### config.mk
export PLATFORM = sky130hd
export DESIGN_NAME = wt_mem_port_arbiter
export DESIGN_NICKNAME = d
export VERILOG_FILES = /design/src/rtl/wt_mem_port_arbiter.sv
export SDC_FILE = /design/constraint.sdc
export NUM_CORES = 1
export LEC_CHECK = 0
export ABC_AREA = 1
export CELL_PAD_IN_SITES_DETAIL_PLACEMENT = 1
export CELL_PAD_IN_SITES_GLOBAL_PLACEMENT = 1
export CORE_MARGIN = 5
export CORE_UTILIZATION = 25
export CTS_CLUSTER_SIZE = 30
export DETAILED_ROUTE_END_ITERATION = 7
export PLACE_DENSITY_LB_ADDON = 0.1
export SLEW_MARGIN = 20
export SYNTH_ARGS = -nofsm -noshare
export SYNTH_HDL_FRONTEND = slang
export SYNTH_SLANG_ARGS = --single-unit
### constraint.sdc
create_clock -name clk_i -period 3 [get_ports clk_i]
set_input_delay 0.6 -clock clk_i [delete_from_list [all_inputs] [get_ports clk_i]]
set_output_delay 0.6 -clock clk_i [all_outputs]
set_load 0.005 [all_outputs]
### src/rtl/wt_mem_port_arbiter.sv
// wt_mem_port_arbiter
// Shares the single memory request port of the write-through cache subsystem
// among the I-cache refill (0), D-cache read miss (1) and write-buffer store (2)
// requesters. It caps the number of un-acked stores, holds back D-cache reads to
// the non-idempotent region while stores are in flight, and provides a drain
// handshake for fence/flush.
// Optional build macro: WT_MEM_ARB_PERF_EN adds perf_stall_o, which holds
// per-requester stall-cycle counters.
//
// state    | meaning
// ---------+--------------------------------------------------------------
// ST_IDLE  | no request presented; arbitrate among eligible requesters
// ST_HOLD  | granted request presented on mem_*, waiting for mem_ready_i
// ST_DRAIN | no new grants; waiting for the outstanding store count to reach 0

module wt_mem_port_arbiter #(
    parameter int                 ADDR_W         = 32,
    parameter int                 DATA_W         = 64,
    parameter int                 TID_W          = 2,
    parameter int                 MAX_OUT_STORES = 7,
    parameter logic [ADDR_W-1:0]  NI_BASE        = 32'h0000_0000,
    parameter logic [ADDR_W-1:0]  NI_LEN         = 32'h0001_0000
) (
    input  logic                  clk_i,
    input  logic                  rst_i,
    input  logic [2:0]            req_valid_i,
    output logic [2:0]            req_ready_o,
    input  logic [3*ADDR_W-1:0]   req_addr_i,
    input  logic [3*TID_W-1:0]    req_tid_i,
    input  logic [DATA_W-1:0]     st_data_i,
    input  logic [DATA_W/8-1:0]   st_be_i,
    output logic                  mem_valid_o,
    input  logic                  mem_ready_i,
    output logic [ADDR_W-1:0]     mem_addr_o,
    output logic                  mem_is_store_o,
    output logic [DATA_W-1:0]     mem_data_o,
    output logic [DATA_W/8-1:0]   mem_be_o,
    output logic [TID_W+1:0]      mem_tid_o,
    input  logic                  rtrn_valid_i,
    input  logic [TID_W+1:0]      rtrn_tid_i,
    output logic [2:0]            rtrn_valid_o,
    output logic [TID_W-1:0]      rtrn_tid_o,
    input  logic                  drain_req_i,
    output logic                  drain_done_o,
    output logic [2:0]            st_cnt_o
`ifdef WT_MEM_ARB_PERF_EN
    ,
    output logic [3*16-1:0]       perf_stall_o
`endif
);

    localparam logic [2:0] LP_MAX_ST = 3'(MAX_OUT_STORES);

    typedef enum logic [1:0] {
        ST_IDLE  = 2'd0,
        ST_HOLD  = 2'd1,
        ST_DRAIN = 2'd2
    } state_t;

    state_t               r_state;
    state_t               w_state_nxt;

    logic [1:0]           r_rr;
    logic [2:0]           r_st_cnt;
    logic                 r_drain_hold;

    logic [ADDR_W-1:0]    r_mem_addr;
    logic                 r_mem_is_store;
    logic [DATA_W-1:0]    r_mem_data;
    logic [DATA_W/8-1:0]  r_mem_be;
    logic [TID_W+1:0]     r_mem_tid;

    logic [ADDR_W-1:0]    w_ni_off;
    logic                 w_in_ni;
    logic [2:0]           w_elig;
    logic [1:0]           w_win_id;
    logic                 w_win_any;
    logic [ADDR_W-1:0]    w_win_addr;
    logic [TID_W-1:0]     w_win_tid;
    logic                 w_drain_enter;
    logic                 w_grant;
    logic                 w_mem_hs;
    logic                 w_st_inc;
    logic                 w_st_dec;
    logic [1:0]           w_rtrn_id;

    // Modular offset keeps the region check correct even when NI_BASE is 0.
    assign w_ni_off  = req_addr_i[ADDR_W +: ADDR_W] - NI_BASE;
    assign w_in_ni   = (w_ni_off < NI_LEN);

    assign w_elig[0] = req_valid_i[0];
    assign w_elig[1] = req_valid_i[1] && !(w_in_ni && (r_st_cnt != 3'd0));
    assign w_elig[2] = req_valid_i[2] && (r_st_cnt < LP_MAX_ST);
    assign w_win_any = |w_elig;

    // After a completed drain the level request must fall before it can re-arm.
    assign w_drain_enter = drain_req_i && !r_drain_hold;
    assign w_grant       = (r_state == ST_IDLE) && !w_drain_enter && w_win_any && !rst_i;
    assign w_mem_hs      = (r_state == ST_HOLD) && mem_ready_i;
    assign w_st_inc      = w_mem_hs && r_mem_is_store;
    assign w_rtrn_id     = rtrn_tid_i[TID_W+1:TID_W];
    assign w_st_dec      = rtrn_valid_i && (w_rtrn_id == 2'd2) && (r_st_cnt != 3'd0);

    // Round-robin pick starting at the rr pointer.
    always_comb begin
        w_win_id = 2'd0;
        case (r_rr)
            2'd1: begin
                if (w_elig[1])      w_win_id = 2'd1;
                else if (w_elig[2]) w_win_id = 2'd2;
                else                w_win_id = 2'd0;
            end
            2'd2: begin
                if (w_elig[2])      w_win_id = 2'd2;
                else if (w_elig[0]) w_win_id = 2'd0;
                else                w_win_id = 2'd1;
            end
            default: begin
                if (w_elig[0])      w_win_id = 2'd0;
                else if (w_elig[1]) w_win_id = 2'd1;
                else                w_win_id = 2'd2;
            end
        endcase
    end

    // Select the winner's address and local tid.
    always_comb begin
        w_win_addr = req_addr_i[0 +: ADDR_W];
        w_win_tid  = req_tid_i[0 +: TID_W];
        case (w_win_id)
            2'd1: begin
                w_win_addr = req_addr_i[ADDR_W +: ADDR_W];
                w_win_tid  = req_tid_i[TID_W +: TID_W];
            end
            2'd2: begin
                w_win_addr = req_addr_i[2*ADDR_W +: ADDR_W];
                w_win_tid  = req_tid_i[2*TID_W +: TID_W];
            end
            default: ;
        endcase
    end

    // State register.
    always_ff @(posedge clk_i) begin
        if (rst_i) r_state <= ST_IDLE;
        else       r_state <= w_state_nxt;
    end

    // Next-state logic.
    always_comb begin
        w_state_nxt = r_state;
        case (r_state)
            ST_IDLE: begin
                if (w_drain_enter)  w_state_nxt = ST_DRAIN;
                else if (w_win_any) w_state_nxt = ST_HOLD;
            end
            ST_HOLD: begin
                if (mem_ready_i) w_state_nxt = w_drain_enter ? ST_DRAIN : ST_IDLE;
            end
            ST_DRAIN: begin
                if (r_st_cnt == 3'd0) w_state_nxt = ST_IDLE;
            end
            default: w_state_nxt = ST_IDLE;
        endcase
    end

    // Outputs decoded from state and the current grant.
    always_comb begin
        req_ready_o  = 3'b000;
        if (w_grant) req_ready_o[w_win_id] = 1'b1;
        mem_valid_o  = (r_state == ST_HOLD);
        drain_done_o = (r_state == ST_DRAIN) && (r_st_cnt == 3'd0);
    end

    // Capture the granted request; held stable for the whole HOLD phase.
    always_ff @(posedge clk_i) begin
        if (rst_i) begin
            r_mem_addr     <= '0;
            r_mem_is_store <= 1'b0;
            r_mem_data     <= '0;
            r_mem_be       <= '0;
            r_mem_tid      <= '0;
        end else if (w_grant) begin
            r_mem_addr     <= w_win_addr;
            r_mem_is_store <= (w_win_id == 2'd2);
            r_mem_data     <= (w_win_id == 2'd2) ? st_data_i : '0;
            r_mem_be       <= (w_win_id == 2'd2) ? st_be_i : '0;
            r_mem_tid      <= {w_win_id, w_win_tid};
        end
    end

    // Advance the rr pointer past the winner once memory accepts it.
    always_ff @(posedge clk_i) begin
        if (rst_i)         r_rr <= 2'd0;
        else if (w_mem_hs) r_rr <= (r_mem_tid[TID_W+1:TID_W] == 2'd2) ? 2'd0
                                   : r_mem_tid[TID_W+1:TID_W] + 2'd1;
    end

    // Outstanding store count; simultaneous issue and ack cancel out.
    always_ff @(posedge clk_i) begin
        if (rst_i) begin
            r_st_cnt <= 3'd0;
        end else begin
            case ({w_st_inc, w_st_dec})
                2'b10:   r_st_cnt <= r_st_cnt + 3'd1;
                2'b01:   r_st_cnt <= r_st_cnt - 3'd1;
                default: r_st_cnt <= r_st_cnt;
            endcase
        end
    end

    // Block drain re-entry until the level request has been released.
    always_ff @(posedge clk_i) begin
        if (rst_i)                                          r_drain_hold <= 1'b0;
        else if ((r_state == ST_DRAIN) && (r_st_cnt == 3'd0)) r_drain_hold <= 1'b1;
        else if (!drain_req_i)                              r_drain_hold <= 1'b0;
    end

    // Response routing is purely combinational; tag id 3 is dropped.
    always_comb begin
        rtrn_valid_o = 3'b000;
        if (rtrn_valid_i && (w_rtrn_id != 2'd3)) rtrn_valid_o[w_rtrn_id] = 1'b1;
        rtrn_tid_o   = rtrn_tid_i[TID_W-1:0];
    end

    assign mem_addr_o     = r_mem_addr;
    assign mem_is_store_o = r_mem_is_store;
    assign mem_data_o     = r_mem_data;
    assign mem_be_o       = r_mem_be;
    assign mem_tid_o      = r_mem_tid;
    assign st_cnt_o       = r_st_cnt;

`ifdef WT_MEM_ARB_PERF_EN
    logic [15:0] r_perf [3];

    // Saturating count of cycles each requester waits with valid high.
    always_ff @(posedge clk_i) begin
        for (int k = 0; k < 3; k++) begin
            if (rst_i)
                r_perf[k] <= 16'd0;
            else if (req_valid_i[k] && !req_ready_o[k] && (r_perf[k] != 16'hFFFF))
                r_perf[k] <= r_perf[k] + 16'd1;
        end
    end

    assign perf_stall_o = {r_perf[2], r_perf[1], r_perf[0]};
`endif

`ifndef SYNTHESIS
    // A store ack with nothing outstanding means the memory side lost track.
    a_ack_underflow: assert property (@(posedge clk_i) disable iff (rst_i)
        !(rtrn_valid_i && (w_rtrn_id == 2'd2) && (r_st_cnt == 3'd0)));

    // No requester owns tag id 3.
    a_bad_rtrn_tag: assert property (@(posedge clk_i) disable iff (rst_i)
        !(rtrn_valid_i && (w_rtrn_id == 2'd3)));
`endif

endmodule

==> impl_metrics.toml <==
[status]
outcome = "completed"

[layout]
fin_util = 0.446
nNetsFinal = 1189
fillerInstances = 2471
fin_area_um2 = 9070
n_antenna_cell = 0
seqCellArea_um2 = 2340
syn_to_final_growth_pct = 74.6
drive_above_1_share = 0.112
multiInputGateArea_um2 = 2470

[global_route]
antenna_found_initial = 0
globalRoute.totalOverflow = 0
first_global_vias = 5992
gr-usage-all-layers = 0.173
grt_pass1_wl_um = 33000
grt_max_degree = 114

[setup_path]
setup.worst_path.class = "primary input to output pin"
cp_max_fo = 3
slowest_delay_ps = 270
critPathSlowestCell = "dlygate4sd2_1"
crit_top_cell = "nand2_1"
r2r_cells = 14
r2r_slack_ps = 590
required_ps = 2400
r2r-end = "mem_data_o[31]$_SDFFE_PP0P_"
worstSetupStartpointType = "primary input"
path_cells = "dlygate4sd2_1, nor2_2, nand2_1, nor2_1, nand3_2, nand2_4, nand2_1, nand2_1, nand2_1, nand2_2, buf_4, inv_1, ha_2, inv_1, nor2_1, buf_2"
end_kind = "output pin"
reg2reg_from = "st_cnt_o[0]$_SDFFE_PP0P_"
crit_arrival_ps = 2200

[die]
start_util = 0.255
io_pins = 308
core_um2 = 20400
die_area_um2 = 23800
die-width_um = 154
fp.dieH_um = 154
num_rows = 52

[clock_tree]
clk_path_buf_depth = 2
cts_buffers = 17
worstSkewPairLatency_ps = 410
h-tree-depth = 4
ctsRootBufferMaster = "clkbuf_16"
cts_tree = "built"
cts_hold_buf = 0
cts.sinks = 117
path_clk_slew_ps = 60

[timing]
holdWs_ps = 467
max_freq_mhz = 357
fin_crit_ps = 2800
hold_viol_final = 0
tightest_slew_ps = 778
maxSlewViolCount = 0
relSlewSlack = 0.481
period_share = 0.933
tns_ps = 0
layout_setup_ws_ps = 201
fin_skew_ps = 10.9
final-setup-viol-count = 0
rsz0062_at_grt = "false"

[placement]
dp.final_hpwl_um = 15200
place_ws_ps = -496
place_congestion = 0.751
portBuffers = 303
placed_area_um2 = 8480

[logic_synthesis]
synth_top_area_frac = 0.451
yosys-top-cells-count = "nand2_1 (234), dfxtp_1 (117), nand3_1 (117)"
synth-edff-count = 0
ys_types = 30
synthFlopType = "dfxtp_1"
synth_nets = 895
ys_seq_area_frac = 0.451
synthCells = 702
synth-async-reset-ratio = 0
yosys.area.top_type = "dfxtp_1"
ys_seq_elements = 117
synth_area_leaders = "dfxtp_1 (45%), nand2_1 (17%), nand3_1 (11%)"
syn-cell-area_um2 = 5200
syn_area_per_cell_um2 = 7.40
ys_warn_count = 0
yosysMostFrequentCell = "nand2_1"

[min_path]
whs_path_depth = 2
hp-start = "mem_data_o[53]$_SDFFE_PP0P_"
hp-class = "flip-flop to flip-flop"
hold-path-endpoint = "mem_data_o[53]$_SDFFE_PP0P_"

[drt]
postRouteAntennaNets = 0
vias = 5774
viasPerCell = 4.51
first_iter_violations = 217
first_pass_iters = 4
drc_errors = 0
wirelength_um = 21000
routedWlPerCell_um = 16.4

[flow_run]
drv_cap = 0

[power]
power_density_nw_per_um2 = 511
cellLeakagePower_nw = 3.82
ir_drop_uv = 351
-- placed cells by master, fill, tap and decap left out, types with 4 or more instances in the layout --
cell             count
nor2_1              55
nor2_2               4
o21ai_1             23
dlymetal6s2s_1      12
buf_12               5
inv_1               17
buf_4               19
clkinvlp_4           4
clkdlybuf4s50_1    284
a31o_2              33
inv_2                5
o21ai_0             16
clkinv_2             5
nand3_1            116
nand2_1            233
dlygate4sd2_1        4
dfxtp_1            117
a21oi_1              8
clkbuf_16           17
-- critical path: cells and delay by family --
kind | cells | cell delay, ps
AND/OR/NAND/NOR | 10 | 830
buffers and inverters | 5 | 610
adder cells (fa/ha/maj) | 1 | 170
-- report_power, final --
group | total [mW] | internal (mW) | switching (mW)
clock network | 1.91 | 1.16 | 0.756
logic | 1.02 | 0.580 | 0.441
registers | 1.70 | 1.65 | 0.0494
total | 4.63 | 3.39 | 1.25
-- metrics by stage --
stage / power, mW / cells
after global placement: 2.77 / 1246
final: 4.63 / 1279
after detailed placement: 2.77 / 1246
after floorplan: 2.18 / 702
after CTS: 4.72 / 1279
after global routing: 4.89 / 1279
-- layer usage --
layer	share of wire	vias to the layer above	track usage
met5	0	-	0
met4	0.012	0	0.0399
met3	0.082	17	0.0707
met2	0.48	174	0.289
met1	0.43	2698	0.207
li1	-	2885	-
-- worst max-delay path by stage --
stage,cells after the start,end,startpoint
after floorplan,14,req_ready_o[2],req_addr_i[49]
after global placement,14,req_ready_o[2],req_addr_i[49]
after detailed placement,14,req_ready_o[2],req_addr_i[49]
after CTS,16,req_ready_o[1],req_addr_i[62]
after global routing,16,req_ready_o[1],req_addr_i[61]
final,16,req_ready_o[1],req_addr_i[61]
-- cells by family (layout without fill, tap and decap cells) --
| kind of cell | after synthesis | after routing | synth area share |
|---|---|---|---|
| simple gates | 419 | 419 | 0.343 |
| flops | 117 | 117 | 0.451 |
| compound gates | 83 | 83 | 0.106 |
| buf+inv | 75 | 382 | 0.0799 |
| fa+ha+maj | 7 | 7 | 0.0183 |
| mux | 1 | 1 | 0.00193 |
-- flip-flops by register name (all words and copies together), names as in the netlist --
signal          count
mem_addr_o         32
r_rr                2
r_drain_hold        1
mem_is_store_o      1
mem_be_o            8
mem_data_o         64
mem_tid_o           4
r_state             2
st_cnt_o            3
-- cell type report --
type                       count  share of cell area
sequential                   117               0.258
clock inverter                12              0.0117
multi-input combinational    510               0.272
clock buffer                  20              0.0492
inverter                      23             0.00965
timing repair buffer         327               0.362
tap                          270              0.0372
-- what timing repair did --
action	in CTS	in global routing
resized for setup	23	15
gates cloned	0	0
pin swaps	10	15
endpoints found under the setup margin	3	10
hold endpoints to repair	0	0
buffers inserted	1	0
No activity file was read; power rests on OpenSTA's default activity.
